<file path="config.mk">
export PLATFORM = sky130hd
export DESIGN_NAME = sti4_share_gen
export DESIGN_NICKNAME = d
export VERILOG_FILES = /design/src/rtl/sti4_share_gen.sv
export SDC_FILE = /design/constraint.sdc
export NUM_CORES = 1
export LEC_CHECK = 0
export CORE_ASPECT_RATIO = 1.1
export CORE_MARGIN = 2
export CORE_UTILIZATION = 43
export CTS_BUF_LIST = sky130_fd_sc_hd__clkbuf_4 sky130_fd_sc_hd__clkbuf_8 sky130_fd_sc_hd__clkbuf_16
export CTS_CLUSTER_SIZE = 24
export DETAILED_ROUTE_END_ITERATION = 10
export GPL_TIMING_DRIVEN = 0
export PLACE_DENSITY = 0.79
export SLEW_MARGIN = 0
export SYNTH_ARGS = -nofsm -noshare
export SYNTH_HDL_FRONTEND = slang
export SYNTH_SLANG_ARGS = --single-unit
</file>
<file path="constraint.sdc">
create_clock -name clk -period 1.29 [get_ports clk]
set_input_delay 0.1935 -clock clk [delete_from_list [all_inputs] [get_ports clk]]
set_output_delay 0.1935 -clock clk [all_outputs]
set_load 0.03 [all_outputs]
</file>
<file path="src/rtl/sti4_share_gen.sv">
// sti4_share_gen: splits each input nibble into two Boolean shares using a 16-bit LFSR mask, with a valid/ready handshake on both sides.
// Ports: clk, rst_n (async active-low); seed_load/seed reseed the LFSR;
// in_valid/in_ready/in_nib form the input handshake; out_valid/out_ready/out_shares
// ({share1, share0}) form the output handshake; acc_cnt counts accepted nibbles.
module sti4_share_gen #(
  parameter logic [15:0] SEED_DEFAULT = 16'hACE1
) (
  input  logic        clk,
  input  logic        rst_n,
  input  logic        seed_load,
  input  logic [15:0] seed,
  input  logic        in_valid,
  output logic        in_ready,
  input  logic [3:0]  in_nib,
  output logic        out_valid,
  input  logic        out_ready,
  output logic [7:0]  out_shares,
  output logic [7:0]  acc_cnt
);
  typedef enum logic {RUN, LOAD} state_t;
  state_t      r_state, w_next;
  logic [15:0] r_lfsr;
  logic        r_valid;
  logic [7:0]  r_shares, r_cnt;
  logic        w_accept, w_reseed;
  function automatic logic [15:0] lfsr_adv4(input logic [15:0] s);
    logic [15:0] t;
    t = s;
    for (int k = 0; k < 4; k++) t = {t[14:0], t[15] ^ t[13] ^ t[12] ^ t[10]};
    return t;
  endfunction
  always_ff @(posedge clk or negedge rst_n)
    if (!rst_n) r_state <= RUN;
    else r_state <= w_next;
  always_comb w_next = (r_state == RUN && seed_load) ? LOAD : RUN;
  always_comb in_ready = (r_state == RUN) && !seed_load && (!r_valid || out_ready);
  assign w_accept = in_valid && in_ready;
  assign w_reseed = (r_state == RUN) && seed_load;
  // share0 is the raw mask only; the nibble enters share1 alone
  always_ff @(posedge clk or negedge rst_n)
    if (!rst_n) begin
      r_lfsr   <= SEED_DEFAULT;
      r_valid  <= 1'b0;
      r_shares <= 8'h00;
      r_cnt    <= 8'h00;
    end else begin
      if (w_reseed) r_lfsr <= (seed == 16'h0000) ? SEED_DEFAULT : seed;
      else if (w_accept) r_lfsr <= lfsr_adv4(r_lfsr);
      if (w_accept) begin
        r_shares <= {in_nib ^ r_lfsr[3:0], r_lfsr[3:0]};
        r_valid  <= 1'b1;
        r_cnt    <= r_cnt + 8'd1;
      end else if (r_valid && out_ready) r_valid <= 1'b0;
    end
  assign out_valid  = r_valid;
  assign out_shares = r_shares;
  assign acc_cnt    = r_cnt;
endmodule

</file>
; Word level (Yosys, flattened, before mapping)
; Cells that the tools add are included.
[op_classes]
addsub = 1
n_reduce_logical = 11
n_mux = 6
bitwise_logic = 14
[ops]
columns = cell, n
row1 = $mux 16, 3
row2 = $logic_not 16->1, 1
row3 = $xor 1x1->1, 12
row4 = $add 8x1->8 const B, 1
row5 = $logic_and 1x1->1, 5
row6 = $reduce_bool 2->1, 2
row7 = $xor 4x4->4, 1
row8 = $mux 1, 3
row9 = $logic_not 1->1, 2
row10 = $logic_or 1x1->1, 1
row11 = $not 1->1, 1
[totals]
wordCells = 37
input_bits = 25
output_inout_bits = 18
regBits = 34

; Depth between registers and ports, before layout
; Gate-level depths: netlist of the first run.
[depth]
depth_word = 6
ltp_mapped = 6
depth_no_buf = 5

; Worst setup path before layout of the first run
; No wires, ideal clock.
[synth_timing]
path_type = reg-to-reg
from = register r_valid (netlist: out_valid)
to = register r_lfsr[5]
period_less_slack_ns = 1.374
t_required_ns = 1.209
arrival_time_ns = 1.293
stages_incl_launch_ff = 7
slack_ns = -0.084
cell_sequence = dfrtp_1 > nand2b_4 > and3_1 > buf_4 > buf_6 > a22oi_1 > nand2_1
[synth_via]
elab_chain_cells = 5
[synth_rtl]
columns = element, line
row1 = start: declaration, 23  ; logic r_valid;
row2 = start signal: assignment, 43  ; r_valid <= 1'b0;
row3 = start signal: assignment, 51  ; r_valid <= 1'b1;
row4 = start signal: assignment, 53  ; end else if (r_valid && out_ready) r_valid <= 1'b0;
row5 = $logic_not 1->1, 36  ; always_comb in_ready = (r_state == RUN) && !seed_load && (!r_valid || out_ready);
row6 = $logic_or 1x1->1, 36
row7 = $logic_and 1x1->1, 36
row8 = $logic_and 1x1->1, 37  ; assign w_accept = in_valid && in_ready;
row9 = $reduce_bool 2->1 (no source line), -
row10 = end signal: assignment, 47  ; if (w_reseed) r_lfsr <= (seed == 16'h0000) ? SEED_DEFAULT : seed;
row11 = end signal: assignment, 48  ; else if (w_accept) r_lfsr <= lfsr_adv4(r_lfsr);
row12 = end: declaration, 22  ; logic [15:0] r_lfsr;
; Every way passes these cells.
; A chain may end at the register's enable or synchronous reset.

; Final worst setup path of the first run
[layout_timing]
from = register r_state
to = register r_lfsr[8]
[layout_via]
elab_chain_cells = 5
elab_cells_between_ends = 7
classes_between = mux: 1 / bitwise: 1 / reduce/logical: 5
[layout_rtl]
columns = element, line
row1 = start: declaration, 21  ; state_t r_state, w_next;
row2 = start signal: assignment, 34  ; else r_state <= w_next;
row3 = $not 1->1 (*), "36, 38"
row4 = $logic_and 1x1->1 (2 in series), 36
row5 = $logic_and 1x1->1, 37
row6 = $reduce_bool 2->1 (no source line), -
; Every way passes the cells marked *; elsewhere a longest branch is shown, timed or not.

==> results of run 1 <==
==> sequential cells by signal, summed over array words and instances, names as in the netlist <==
register    flops
out_shares      8
acc_cnt         8
r_lfsr         16
out_valid       1
r_state         1
==> metrics by stage <==
stage | total power, W | util | std cells | TNS [ns]
finish | 0.00369 | 0.649 | 265 | -0.781
global placement | 0.00283 | 0.575 | 251 | -28.49
detailed placement | 0.00286 | 0.574 | 251 | -9.76
CTS | 0.00364 | 0.622 | 262 | -0.446
global route | 0.00389 | 0.649 | 265 | -2.90
floorplan | 0.00233 | - | 159 | 0
==> placed cells by master, fill, tap and decap left out, types with 2 or more instances in the layout <==
cell,instances
sky130_fd_sc_hd__nand4_1,4
sky130_fd_sc_hd__a21oi_1,4
sky130_fd_sc_hd__buf_4,2
sky130_fd_sc_hd__inv_1,4
sky130_fd_sc_hd__nand3_2,2
sky130_fd_sc_hd__a22oi_2,4
sky130_fd_sc_hd__o22ai_1,4
sky130_fd_sc_hd__clkdlybuf4s50_1,19
sky130_fd_sc_hd__clkbuf_2,5
sky130_fd_sc_hd__xnor2_1,17
sky130_fd_sc_hd__nor4_2,3
sky130_fd_sc_hd__buf_2,3
sky130_fd_sc_hd__dlygate4sd2_1,11
sky130_fd_sc_hd__clkdlybuf4s15_2,3
sky130_fd_sc_hd__clkbuf_8,7
sky130_fd_sc_hd__buf_6,7
sky130_fd_sc_hd__dfrtp_1,25
sky130_fd_sc_hd__o21ai_1,9
sky130_fd_sc_hd__dfstp_2,8
sky130_fd_sc_hd__nand2_1,30
sky130_fd_sc_hd__nor2_1,4
sky130_fd_sc_hd__o21ai_0,8
sky130_fd_sc_hd__nand2_4,2
sky130_fd_sc_hd__xor2_1,3
sky130_fd_sc_hd__a31oi_1,2
sky130_fd_sc_hd__dlymetal6s2s_1,2
sky130_fd_sc_hd__and3_1,2
sky130_fd_sc_hd__a31oi_4,2
==> worst max-delay path, cell delays in order, from the launching register on <==
cell and delay, ns:
sky130_fd_sc_hd__dfrtp_1 0.41, sky130_fd_sc_hd__nor2_4 0.12, sky130_fd_sc_hd__buf_6 0.10, sky130_fd_sc_hd__and3_4 0.19
sky130_fd_sc_hd__buf_6 0.12, sky130_fd_sc_hd__buf_8 0.13, sky130_fd_sc_hd__nand2_1 0.07, sky130_fd_sc_hd__a31oi_1 0.16
==> worst max path at each step <==
stage            endpoint  slack, ns  cells past startpoint
3_3_place_gp    out_valid      -0.75                      1
5_1_grt        r_lfsr[15]      -0.15                      7
4_1_cts        r_lfsr[15]      -0.09                      7
2_1_floorplan  acc_cnt[3]      0.008                      6
6_report        r_lfsr[8]      -0.09                      7
3_5_place_dp     in_ready      -0.51                      4
==> power groups by stage <==
| stage | clock (W) | combinational [W] | sequential, W |
|---|---|---|---|
| after floorplan | 0 | 0.000486 | 0.00184 |
| after global placement | 0 | 0.00125 | 0.00158 |
| after detailed placement | 0 | 0.00127 | 0.00159 |
| after CTS | 0.000838 | 0.00122 | 0.00158 |
| after global routing | 0.000881 | 0.00139 | 0.00162 |
| final | 0.000816 | 0.00128 | 0.00159 |
==> final cells by class <==
cell class	instances	area [sq um]	area share
buffer	8	80.1	0.0343
sequential	34	862	0.369
tap	50	62.6	0.0268
multi-input combinational	112	768	0.329
clock inverter	1	5.00	0.00214
clock buffer	7	90.1	0.0386
timing repair buffer	48	448	0.192
inverter	5	18.8	0.00804
==> logic make-up after synthesis <==
group	Yosys count	share of synthesized area
AO/OA/AOI/OAI	34	0.122
AND/OR/NAND/NOR	56	0.170
XOR/XNOR	21	0.116
buffers and inverters	13	0.0410
adder cells (fa/ha/maj)	1	0.00789
flip-flops	34	0.543
==> metal layers <==
metal	up-vias	track usage	part of all wire	wire, microns
met5	-	0	0	0
met4	0	0.0957	0.035	144
met3	14	0.0460	0.056	231
met2	61	0.354	0.51	2120
met1	702	0.245	0.40	1640
li1	651	-	-	-
==> timing repair <==
action / CTS / global route
cloned: 1 / 2
setup endpoints to repair: 39 / 36
setup buffers: 1 / 1
resized for setup: 51 / 32
hold buffers: 1 / 0
hold endpoints to repair: 26 / 0
pin swaps: 7 / 6
==> flow_metrics.env, run 1 <==
export IMPL_worst_endpoint_arrival_ns=1.58
export IMPL_power_switching_w=0.00134
export IMPL_crit_reg2reg_launch="r_state"
export IMPL_detailedRoute_firstPassIterationCount=4
export IMPL_preCtsSetupSlack_ns=-0.506
export IMPL_power_static_leakage_nw=1.07
export IMPL_placed_cell_area_sq_um=2060
export IMPL_timing_critical_path_from="r_state"
export IMPL_synth_seq_area_share=0.543
export IMPL_worst_slack_setup_final_ns=-0.0875
export IMPL_synth_avg_cell_area_sq_um=9.97
export IMPL_die_area_sq_um=4190
export IMPL_hold_path_class="in2reg"
export IMPL_ir_worst_vdd_v=0.000792
export IMPL_maximum_number_of_pins_on_one_net_before_global_route_repair=35
export IMPL_power_share_switching=0.363
export IMPL_globalplace_congestion=0.865
export IMPL_critical_path_peak_fanout=5
export IMPL_worst_setup_path_start_kind="flip-flop"
export IMPL_synth_nets=185
export IMPL_max_cap_violations=0
export IMPL_route_detailed_drc=0
export IMPL_cts_path_max_buffers=2
export IMPL_synth_cells_most_frequent="32 x sky130_fd_sc_hd__nand2_1, 26 x sky130_fd_sc_hd__dfrtp_1, 17 x sky130_fd_sc_hd__xnor2_1, 9 x sky130_fd_sc_hd__o21ai_1"
export IMPL_final_min_period_over_clock_period=1.07
export IMPL_final_min_clock_period_ns=1.38
export IMPL_setup_worst_path_end_class="flip-flop"
export IMPL_violations="negative setup slack"
export IMPL_clk_network_pwr_share=0.221
export IMPL_asyncSetResetFlopFracSynth=1.00
export IMPL_clkSlewWorstSetupHoldPaths_ns=0.07
export IMPL_synth_edf_count=0
export IMPL_yosys_register_bits=34
export IMPL_die_w_microns=61.9
export IMPL_grt_first_pass_wirelength_microns=6240
export IMPL_slew_violations=0
export IMPL_final_hold_violation_count=0
export IMPL_place_detailed_hpwl_microns=2600
export IMPL_starting_drc_count_in_detailed_routing=74
export IMPL_fill_cells=289
export IMPL_dr_total_vias=1428
export IMPL_p_seq_frac=0.431
export IMPL_cts_num_sinks=34
export IMPL_rsz0062_at_grt="yes"
export IMPL_cts_tree="built"
export IMPL_setup_worst_path_class="reg2reg"
export IMPL_final_cell_area_sq_um=2330
export IMPL_post_synth_top_area_cell="sky130_fd_sc_hd__dfrtp_1"
export IMPL_drive_above_1_share=0.270
export IMPL_antenna_cells=0
export IMPL_io_pins=43
export IMPL_final_net_count=240
export IMPL_worst_clock_skew_ns=0.00715
export IMPL_globalRoute_totalOverflow=0
export IMPL_final_antenna_net_count=0
export IMPL_power_density_nw_per_um2=1580
export IMPL_worst_skew_pair_late_latency_ns=0.28
export IMPL_placement_rows=23
export IMPL_worst_r2r_path_depth=7
export IMPL_worst_r2r_setup_slack_ns=-0.09
export IMPL_core_sq_um=3600
export IMPL_yosys_cell_types_count=30
export IMPL_cts_inserted_buffers=5
export IMPL_syn_inst=159
export IMPL_yosys_warnings=0
export IMPL_r2r_end="r_lfsr[8]"
export IMPL_final_setup_viol_count=25
export IMPL_clock_tree_root_cell="sky130_fd_sc_hd__clkbuf_8"
export IMPL_relSlewSlack=0.510
export IMPL_whs_path_depth=3
export IMPL_cell_internal_pwr_w=0.00235
export IMPL_floorplan_initialDensity=0.441
export IMPL_drt_total_wl_microns=4140
export IMPL_hold_path_startpoint="seed[4]"
export IMPL_area_growth_syn_to_layout_pct=47.3
export IMPL_yosysTopAreaCellShare=0.410
export IMPL_ys_top_cells_by_area="sky130_fd_sc_hd__dfrtp_1 41%, sky130_fd_sc_hd__dfstp_2 13%, sky130_fd_sc_hd__xnor2_1 9.4%, sky130_fd_sc_hd__nand2_1 7.6%, sky130_fd_sc_hd__o21ai_1 2.8%"
export IMPL_antenna_violations_before_repair=0
export IMPL_synth_main_ff_cell="sky130_fd_sc_hd__dfrtp_1"
export IMPL_ctsHtreeMaxLevel=2
export IMPL_timing_fmax_ghz=0.726
export IMPL_port_buffers=42
export IMPL_data_required_time_of_the_critical_path_ns=1.49
export IMPL_outcome="finished with violations"
export IMPL_avgViaCountPerCell=5.39
export IMPL_whs_ns=0.251
export IMPL_post_synth_top_count_cell="sky130_fd_sc_hd__nand2_1"
export IMPL_fp_dieH_microns=67.7
export IMPL_vias_in_the_first_global_route=1309
export IMPL_drt_wirelength_per_cell_microns=15.6
export IMPL_power_combinational_fraction=0.348
export IMPL_gr_usage_all_layers=0.208
export IMPL_cell_area_after_technology_mapping_sq_um=1590
export IMPL_min_to="r_lfsr[4]"
export IMPL_worst_pin_slew_ns=0.734
Note: power is estimated with default switching activity, not from simulation.
==> inputs of run 2 (changes only) <==
--- a/config.mk
+++ b/config.mk
@@ -11,6 +11,7 @@
 export CTS_BUF_LIST = sky130_fd_sc_hd__clkbuf_4 sky130_fd_sc_hd__clkbuf_8 sky130_fd_sc_hd__clkbuf_16
 export CTS_CLUSTER_SIZE = 24
 export DETAILED_ROUTE_END_ITERATION = 10
+export GPL_ROUTABILITY_DRIVEN = 1
 export GPL_TIMING_DRIVEN = 0
 export PLACE_DENSITY = 0.79
 export SLEW_MARGIN = 0
==> results of run 2 <==
Same layout as run 1: the final DEF is identical, and so are final timing and power.
